==> config.mk <==
export PLATFORM = sky130hd
export DESIGN_NAME = mem_port_arbiter_flat
export DESIGN_NICKNAME = d
export VERILOG_FILES = /design/src/rtl/mem_port_arbiter_if.sv /design/src/rtl/mem_port_arbiter.sv /design/src/flat_wrapper.sv
export SDC_FILE = /design/constraint.sdc
export NUM_CORES = 1
export LEC_CHECK = 0
export ABC_AREA = 1
export CAP_MARGIN = 20
export CORE_MARGIN = 3
export CORE_UTILIZATION = 46
export CTS_CLUSTER_DIAMETER = 200
export DETAILED_ROUTE_END_ITERATION = 10
export GPL_TIMING_DRIVEN = 0
export PLACE_DENSITY = 0.87
export SLEW_MARGIN = 20
export SYNTH_ARGS = -nofsm -noshare
export SYNTH_HDL_FRONTEND = slang
export SYNTH_SLANG_ARGS = --single-unit
==> constraint.sdc <==
create_clock -name clk -period 2.77 [get_ports clk]
set_input_delay 0.6925 -clock clk [delete_from_list [all_inputs] [get_ports clk]]
set_output_delay 0.6925 -clock clk [all_outputs]
set_load 0.02 [all_outputs]
==> src/rtl/mem_port_arbiter_if.sv <==
// Pipeline-side and memory-bus-side signals of the shared memory port.
// The arbiter uses the slave modport; the pipeline/memory environment uses master.
interface mem_port_arbiter_if;
  logic        i_req;
  logic [31:0] i_addr;
  logic [31:0] i_rdata;
  logic        i_done;
  logic        d_req;
  logic        d_write;
  logic [1:0]  d_size;
  logic [31:0] d_addr;
  logic [31:0] d_wdata;
  logic [31:0] d_rdata;
  logic        d_done;
  logic [31:0] bus_ad;
  logic [31:0] bus_dt_out;
  logic        bus_dt_oe;
  logic [31:0] bus_dt_in;
  logic        bus_mreq;
  logic        bus_write;
  logic [1:0]  bus_size;
  logic        bus_ack_n;
  logic        busy;
  logic        timeout_err;

  modport slave (
    input  i_req, i_addr, d_req, d_write, d_size, d_addr, d_wdata,
    input  bus_dt_in, bus_ack_n,
    output i_rdata, i_done, d_rdata, d_done,
    output bus_ad, bus_dt_out, bus_dt_oe, bus_mreq, bus_write, bus_size,
    output busy, timeout_err
  );

  modport master (
    output i_req, i_addr, d_req, d_write, d_size, d_addr, d_wdata,
    output bus_dt_in, bus_ack_n,
    input  i_rdata, i_done, d_rdata, d_done,
    input  bus_ad, bus_dt_out, bus_dt_oe, bus_mreq, bus_write, bus_size,
    input  busy, timeout_err
  );
endinterface

==> src/rtl/mem_port_arbiter.sv <==
// Shares one memory port between instruction fetch and load/store. Data wins by
// default; a grant streak limit keeps fetch from starving and a timeout aborts hung transfers.
module mem_port_arbiter #(
  parameter int MAX_D_STREAK = 4,
  parameter int TIMEOUT      = 64
) (
  input logic               clk,
  input logic               rst,
  mem_port_arbiter_if.slave bus
);
  localparam int            TW   = (TIMEOUT > 1) ? $clog2(TIMEOUT) : 1;
  localparam logic [TW-1:0] TLIM = (TIMEOUT > 0) ? TW'(TIMEOUT - 1) : '0;
  localparam logic [3:0]    SMAX = 4'(MAX_D_STREAK);

  typedef enum logic [1:0] {IDLE, I_XFER, D_XFER, DONE} state_t;

  state_t        r_state;
  logic [3:0]    r_streak;
  logic [TW-1:0] r_tcnt;
  logic [31:0]   r_bus_ad, r_bus_dt_out, r_i_rdata, r_d_rdata;
  logic [1:0]    r_bus_size;
  logic          r_bus_mreq, r_bus_write, r_bus_dt_oe;
  logic          r_i_done, r_d_done, r_timeout_err;
  logic          w_ack, w_tmo, w_d_win;

  assign w_ack   = ~bus.bus_ack_n;
  // Count equal to TIMEOUT-1 with no ack means this wait edge brings it to TIMEOUT.
  assign w_tmo   = (TIMEOUT > 0) && (r_tcnt == TLIM);
  assign w_d_win = bus.d_req && !(bus.i_req && (r_streak >= SMAX));

  always_ff @(posedge clk) begin
    if (rst) begin
      r_state       <= IDLE;
      r_streak      <= '0;
      r_tcnt        <= '0;
      r_bus_ad      <= '0;
      r_bus_dt_out  <= '0;
      r_bus_size    <= '0;
      r_bus_mreq    <= 1'b0;
      r_bus_write   <= 1'b0;
      r_bus_dt_oe   <= 1'b0;
      r_i_rdata     <= '0;
      r_d_rdata     <= '0;
      r_i_done      <= 1'b0;
      r_d_done      <= 1'b0;
      r_timeout_err <= 1'b0;
    end else begin
      r_i_done <= 1'b0;
      r_d_done <= 1'b0;
      case (r_state)
        IDLE: begin
          if (w_d_win) begin
            r_state      <= D_XFER;
            r_tcnt       <= '0;
            r_bus_mreq   <= 1'b1;
            r_bus_ad     <= bus.d_addr;
            r_bus_write  <= bus.d_write;
            r_bus_size   <= bus.d_size;
            r_bus_dt_out <= bus.d_wdata;
            r_bus_dt_oe  <= bus.d_write;
            if (!bus.i_req)
              r_streak <= '0;
            else if (r_streak < SMAX)
              r_streak <= r_streak + 4'd1;
          end else if (bus.i_req) begin
            r_state     <= I_XFER;
            r_tcnt      <= '0;
            r_streak    <= '0;
            r_bus_mreq  <= 1'b1;
            r_bus_ad    <= bus.i_addr;
            r_bus_write <= 1'b0;
            r_bus_size  <= 2'b10;
            r_bus_dt_oe <= 1'b0;
          end
        end
        I_XFER, D_XFER: begin
          if (w_ack || w_tmo) begin
            r_state     <= DONE;
            r_bus_mreq  <= 1'b0;
            r_bus_write <= 1'b0;
            r_bus_dt_oe <= 1'b0;
            r_bus_ad    <= '0;
            if (r_state == I_XFER) r_i_done <= 1'b1;
            else                   r_d_done <= 1'b1;
            // An ack on the timeout edge still counts as a good completion.
            if (w_ack) begin
              if (r_state == I_XFER)  r_i_rdata <= bus.bus_dt_in;
              else if (!r_bus_write)  r_d_rdata <= bus.bus_dt_in;
            end else begin
              r_timeout_err <= 1'b1;
            end
          end else begin
            r_tcnt <= r_tcnt + 1'b1;
          end
        end
        DONE:    r_state <= IDLE;
        default: r_state <= IDLE;
      endcase
    end
  end

  assign bus.i_rdata     = r_i_rdata;
  assign bus.i_done      = r_i_done;
  assign bus.d_rdata     = r_d_rdata;
  assign bus.d_done      = r_d_done;
  assign bus.bus_ad      = r_bus_ad;
  assign bus.bus_dt_out  = r_bus_dt_out;
  assign bus.bus_dt_oe   = r_bus_dt_oe;
  assign bus.bus_mreq    = r_bus_mreq;
  assign bus.bus_write   = r_bus_write;
  assign bus.bus_size    = r_bus_size;
  assign bus.busy        = (r_state != IDLE);
  assign bus.timeout_err = r_timeout_err;
endmodule

==> src/flat_wrapper.sv <==
// flat-port wrapper written by rule: the top's interface ports become plain ports
module mem_port_arbiter_flat 
#(
  parameter int MAX_D_STREAK = 4,
  parameter int TIMEOUT      = 64
)
  (clk, rst, bus_i_req, bus_i_addr, bus_d_req, bus_d_write, bus_d_size, bus_d_addr, bus_d_wdata, bus_bus_dt_in, bus_bus_ack_n, bus_i_rdata, bus_i_done, bus_d_rdata, bus_d_done, bus_bus_ad, bus_bus_dt_out, bus_bus_dt_oe, bus_bus_mreq, bus_bus_write, bus_bus_size, bus_busy, bus_timeout_err);
  mem_port_arbiter_if bus_i ();
  input logic clk;
  input logic rst;
  input wire logic [$bits(bus_i.i_req)-1:0] bus_i_req;
  input wire logic [$bits(bus_i.i_addr)-1:0] bus_i_addr;
  input wire logic [$bits(bus_i.d_req)-1:0] bus_d_req;
  input wire logic [$bits(bus_i.d_write)-1:0] bus_d_write;
  input wire logic [$bits(bus_i.d_size)-1:0] bus_d_size;
  input wire logic [$bits(bus_i.d_addr)-1:0] bus_d_addr;
  input wire logic [$bits(bus_i.d_wdata)-1:0] bus_d_wdata;
  input wire logic [$bits(bus_i.bus_dt_in)-1:0] bus_bus_dt_in;
  input wire logic [$bits(bus_i.bus_ack_n)-1:0] bus_bus_ack_n;
  output wire logic [$bits(bus_i.i_rdata)-1:0] bus_i_rdata;
  output wire logic [$bits(bus_i.i_done)-1:0] bus_i_done;
  output wire logic [$bits(bus_i.d_rdata)-1:0] bus_d_rdata;
  output wire logic [$bits(bus_i.d_done)-1:0] bus_d_done;
  output wire logic [$bits(bus_i.bus_ad)-1:0] bus_bus_ad;
  output wire logic [$bits(bus_i.bus_dt_out)-1:0] bus_bus_dt_out;
  output wire logic [$bits(bus_i.bus_dt_oe)-1:0] bus_bus_dt_oe;
  output wire logic [$bits(bus_i.bus_mreq)-1:0] bus_bus_mreq;
  output wire logic [$bits(bus_i.bus_write)-1:0] bus_bus_write;
  output wire logic [$bits(bus_i.bus_size)-1:0] bus_bus_size;
  output wire logic [$bits(bus_i.busy)-1:0] bus_busy;
  output wire logic [$bits(bus_i.timeout_err)-1:0] bus_timeout_err;
  assign bus_i.i_req = bus_i_req;
  assign bus_i.i_addr = bus_i_addr;
  assign bus_i.d_req = bus_d_req;
  assign bus_i.d_write = bus_d_write;
  assign bus_i.d_size = bus_d_size;
  assign bus_i.d_addr = bus_d_addr;
  assign bus_i.d_wdata = bus_d_wdata;
  assign bus_i.bus_dt_in = bus_bus_dt_in;
  assign bus_i.bus_ack_n = bus_bus_ack_n;
  assign bus_i_rdata = bus_i.i_rdata;
  assign bus_i_done = bus_i.i_done;
  assign bus_d_rdata = bus_i.d_rdata;
  assign bus_d_done = bus_i.d_done;
  assign bus_bus_ad = bus_i.bus_ad;
  assign bus_bus_dt_out = bus_i.bus_dt_out;
  assign bus_bus_dt_oe = bus_i.bus_dt_oe;
  assign bus_bus_mreq = bus_i.bus_mreq;
  assign bus_bus_write = bus_i.bus_write;
  assign bus_bus_size = bus_i.bus_size;
  assign bus_busy = bus_i.busy;
  assign bus_timeout_err = bus_i.timeout_err;
  mem_port_arbiter #(.MAX_D_STREAK(MAX_D_STREAK), .TIMEOUT(TIMEOUT)) u_core (.clk(clk), .rst(rst), .bus(bus_i));
endmodule
After elaboration in Yosys (flattened, before gate mapping):

Index checks and enable logic that the tools add are counted.

* add/subtract/negate cells: 2
* magnitude comparators: 2
* equality and inequality tests: 8
* multiplexer cells: 27
* bitwise gates (word level): 5
* reduce and logical (&&, ||, !) cells: 19

Operators by type and width (number)
* $mux 32: 3
* $pmux 32 s2: 1
* $mux 6: 3
* $mux 4: 4
* $pmux 6 s2: 1
* $reduce_and 3->1: 4
* $mux 2: 5
* $mux 1: 7
* $add 6x1->6 const B: 1
* $eq 6x6->1 const B: 1
* $pmux 2 s3: 1
* $reduce_and 2->1: 3
* $reduce_bool 2->1: 3
* $not 1->1: 5
* $reduce_and 5->1: 1
* $add 4x1->4 const B: 1
* $eq 2x2->1 const B: 2
* $ge 4x3->1 const B: 1
* $lt 4x3->1 const B: 1
* $pmux 1 s2: 2
* $reduce_and 4->1: 1
* $ne 3x2->1 const B: 1
* $ne 3x3->1 const B: 1
* $reduce_or 3->1: 1
* 8 further kinds: 9

* register bits after elaboration: 147
* input port bits: 136
* output and inout bits: 137
* word-level logic and storage cells: 76

Longest topological paths before layout:

* depth after elaboration: 6
* gate-level depth with buffers: 11
* mapped depth without buffers: 10

Least setup slack after synthesis:

OpenSTA, ideal clock, no wires.

* path type: register to register
* start point: register u_core.r_state[0]
* end point: register u_core.r_bus_ad[28], in the netlist u_core.bus.bus_ad[28]
* library setup time: 0.113 ns
* data arrival time: 1.497 ns
* data required time: 2.657 ns
* path slack: 1.160 ns
* cell stages (with the launch flop): 12
* path buffers: 2
* period minus slack after synthesis: 1.610 ns
* cell sequence: dfxtp_1 > inv_1 > ha_1 > buf_2 > nor2_1 > a21oi_4 > nand2_4 > inv_4 > buf_6 > nand2_1 > nand2_1 > nor2_1

* word-level cells in the longest chain between the ends: 4
* elaborated cells between the ends (all ways): 9
* those cells by class: eq/ne: 4; mux: 1; reduce/logical: 4

Ends and longest elaborated chain
* from (decl): RTL line mem_port_arbiter.sv:17 `state_t r_state;`
* from (signal assigned): RTL line mem_port_arbiter.sv:33 `r_state <= IDLE;`
* from (signal assigned): RTL line mem_port_arbiter.sv:53 `r_state <= D_XFER;`
* from (signal assigned): RTL line mem_port_arbiter.sv:66 `r_state <= I_XFER;`
* $eq 2x2->1 / $eq 2x1->1 (equally long branches): RTL line mem_port_arbiter.sv:50 `case (r_state)`
* $reduce_or 2->1: RTL line mem_port_arbiter.sv:50
* $ne 2x1->1 (no line) / $reduce_bool 2->1 (equally long branches)
* $reduce_and 3->1 (no line)
* to (signal assigned): RTL line mem_port_arbiter.sv:56 `r_bus_ad <= bus.d_addr;`
* to (signal assigned): RTL line mem_port_arbiter.sv:70 `r_bus_ad <= bus.i_addr;`
* to (decl): RTL line mem_port_arbiter.sv:20 `logic [31:0] r_bus_ad, r_bus_dt_out, r_i_rdata, r_d_rdata;`

Parallel ways exist; a longest one is shown, timed or not.
A chain may end at the register's enable or synchronous reset.

Worst setup path after layout:

* start point: register u_core.r_state[0]
* end point: output bus_busy

* word-level cells in the longest chain between the ends: 1

Ends and longest elaborated chain
* $reduce_bool 2->1: RTL line mem_port_arbiter.sv:112 `assign bus.busy = (r_state != IDLE);`
* to (decl): RTL line flat_wrapper.sv:30 `output wire logic [$bits(bus_i.busy)-1:0] bus_busy;`

Every way passes these cells.

==> impl_metrics.ini <==
[run_status]
outcome = completed

[place]
portBuffers = 272
place_ws_ps = 256
place.gp.congestion = 0.876
dp_hpwl_um = 14800

[pwr]
leakagePower_nw = 4.26
power.density_nw_per_um2 = 1080
irDropWorstVdd_mv = 0.725

[cells_and_area]
num_antenna_cells = 0
nets = 1320
n_fill_cell = 988
post_route_cells_drive_above_1_share_pct = 5.12
area_delta_synth_final_pct = 56.1

[critical_path]
worstSetupEndpointType = output port
reg2regPathDepth = 7
path_common_cell = inv_1
critPathTopFamily = buffers and inverters
critPathMaxFanout = 4
r2r_end = u_core.bus.d_rdata[5]
r2r_setup_slack_ps = 780
critPathBufInv = 3
cp-startpoint = u_core.r_state[0]
cp_cell_sequence = inv_1 -> ha_1 -> inv_1 -> clkdlybuf4s50_1
cp.depth = 4
crit_end = bus_busy
r2r_start = u_core.r_state[1]
slowest_delay_ps = 670
cp.required_ps = 2080
worstSetupStartpointType = flip-flop
slowest_stage = clkdlybuf4s50_1
arrival_ps = 1910
critPathKind = reg2out

[yosys]
synth-seq-cells = 147
synth_top_area_share_pct = 47.3
synthFlopType = dfxtp_1
yosysMostFrequentCell = nor2_1
seq_area_frac_synth_pct = 47.3
yosys-top-cells-count = nor2_1, dfxtp_1, nand2_1, inv_1, o21ai_0
synth_area_um2 = 6220
netlist_instances = 888
synth_cell_types = 25
synth_fp_nets = 1029
synth.largest_area_cell = dfxtp_1
synthTopCellsByArea = dfxtp_1, nor2_1, o21ai_0, nand2_1, inv_1
synth_warnings = 0
synth-edff-count = 0
ys_async_sr_fraction_pct = 0
synth.avg_cell_area_um2 = 7.00

[timing]
grt_setup_unrepaired = false
skew_ps = 8.50
hold_violations = 0
finalCritPeriodShare_pct = 93.9
max_freq_ghz = 0.385
tightest_slew_ps = 526
slew_headroom_pct = 65.0
finalWorstSetupSlack_ps = 169
setup_viol = 0
fin_hold_ws_ps = 443
slew_viol_final = 0
totalNegativeSetupSlack_ps = 0
finalCriticalPeriod_ps = 2600

[flow_run]
cap_violations = 0

[global_route]
grt_pass1_vias = 6413
met1_usage_pct = 28.5
grt_pass1_wl_um = 31100
grt.overflow.total = 0
grt_use_total_pct = 26.3
grt_max_degree = 17
met2_usage_pct = 46.2
gr-usage-met3_pct = 10.8
busiest_layer = met2
antenna_found_initial = 0

[die]
start_util_pct = 48.1
die_width_um = 122
dieArea_um2 = 14900
die_y_um = 122
io_pins = 273
num_rows = 41
core_um2 = 12900

[route]
dr.first_iter.drc_count = 359
dr.pass1.iters = 5
drt-total-wl_um = 19900
drc_errors = 0
wl_per_cell_um = 14.6
drtAntennaViolNets = 0
vias_per_cell = 4.81
vias = 6561

[clock_network]
clock-sinks = 147
cts_buffers = 17
cts_resized = 0
clock-root-buffer = clkbuf_16
htreeDepth = 4
clkTransAtPathRegs_ps = 60
clk_latency_ps = 420
cts_setup_buffers = 0
ctsHoldBuffers = 0
cts_tree = done
cts_buffer_depth = 2

[min_path]
hold_class = reg2reg
whs_path_depth = 2
-- power by group --
group	switching [mW]	internal [mW]	leakage, nW
Combinational	3.15	2.15	2.78
Sequential	0.304	2.76	1.21
Clock	0.891	1.25	0.272
-- layout by cell type, fill, tap and decap left out, types with 2 or more instances in the layout --
master / instances
a21oi_1: 70
buf_1: 4
buf_2: 14
buf_4: 3
buf_6: 5
clkbuf_1: 27
clkbuf_16: 17
clkdlybuf4s50_1: 272
clkinv_2: 6
clkinv_4: 2
clkinvlp_4: 2
dfxtp_1: 147
ha_1: 5
inv_1: 117
inv_6: 2
nand2_1: 118
nand2_4: 2
nand3_1: 46
nand4_1: 4
nor2_1: 200
o21ai_0: 100
o21ai_1: 4
or2_0: 7
or2_1: 7
xor2_1: 2
-- area by class of cell --
| cell class | count | area [um^2] | area share (%) |
|---|---|---|---|
| buffer | 53 | 265 | 2.73 |
| clock buffer | 18 | 439 | 4.53 |
| clock inverter | 13 | 110 | 1.13 |
| inverter | 119 | 449 | 4.63 |
| multi-input combinational | 569 | 2560 | 26.4 |
| sequential | 147 | 2940 | 30.3 |
| tap | 172 | 215 | 2.22 |
| timing repair buffer | 272 | 2720 | 28.1 |
-- worst min-delay path by stage --
| stage | end | from |
|---|---|---|
| finish | u_core.bus.d_rdata[9] | u_core.bus.d_rdata[9] |
| global route | u_core.bus.d_rdata[18] | u_core.bus.d_rdata[18] |
| CTS | u_core.bus.d_rdata[6] | u_core.bus.d_rdata[6] |
| detailed placement | u_core.bus.d_rdata[6] | u_core.bus.d_rdata[6] |
| global placement | u_core.bus.d_rdata[29] | u_core.bus.d_rdata[29] |
| floorplan | u_core.r_streak[1] | u_core.r_streak[1] |
-- sequential cells by signal, indices dropped and copies added (netlist names) --
signal / flops
u_core.r_tcnt: 6
u_core.bus.bus_mreq: 1
u_core.r_state: 2
u_core.r_streak: 4
u_core.bus.bus_write: 1
u_core.bus.bus_size: 2
u_core.bus.i_rdata: 32
u_core.bus.timeout_err: 1
u_core.bus.d_rdata: 32
u_core.bus.i_done: 1
u_core.bus.bus_ad: 32
u_core.bus.bus_dt_out: 32
u_core.bus.d_done: 1
-- through the flow --
stage          std cells  power, mW  util, %  instance area (um^2)
6_report            1363       10.5     75.1                  9700
5_1_grt             1363       11.2     75.1                  9700
4_1_cts             1363       10.6     75.1                  9700
3_5_place_dp        1332       8.38     70.8                  9160
3_3_place_gp        1332       8.26     70.8                  9160
2_1_floorplan        888       6.23        -                  6220
-- cell families (layout without fill, tap and decap cells) --
kind of cell | after synthesis | after routing | synth area share, %
AO/OA/AOI/OAI | 176 | 176 | 14.5
XOR/XNOR | 2 | 2 | 0.282
flip-flops | 147 | 147 | 47.3
adder cells (fa/ha/maj) | 5 | 5 | 1.01
buffers and inverters | 172 | 475 | 11.5
AND/OR/NAND/NOR | 386 | 386 | 25.4
-- worst register-to-register path, delay by kind of cell, from the launching register on --
kind                     cells  cell delay (ps)
adder cells (fa/ha/maj)      1              270
flip-flops                   1              320
AND/OR/NAND/NOR              1              380
buffers and inverters        3              620
AO/OA/AOI/OAI                2              270
-- per-layer routing --
metal,wire length [um],share of wire (%),up-vias
met5,0,0,-
met4,506,2.5,0
met3,2100,11,36
met2,9680,49,263
met1,7640,38,2915
li1,-,-,3347
(Power assumes the default switching activity.)
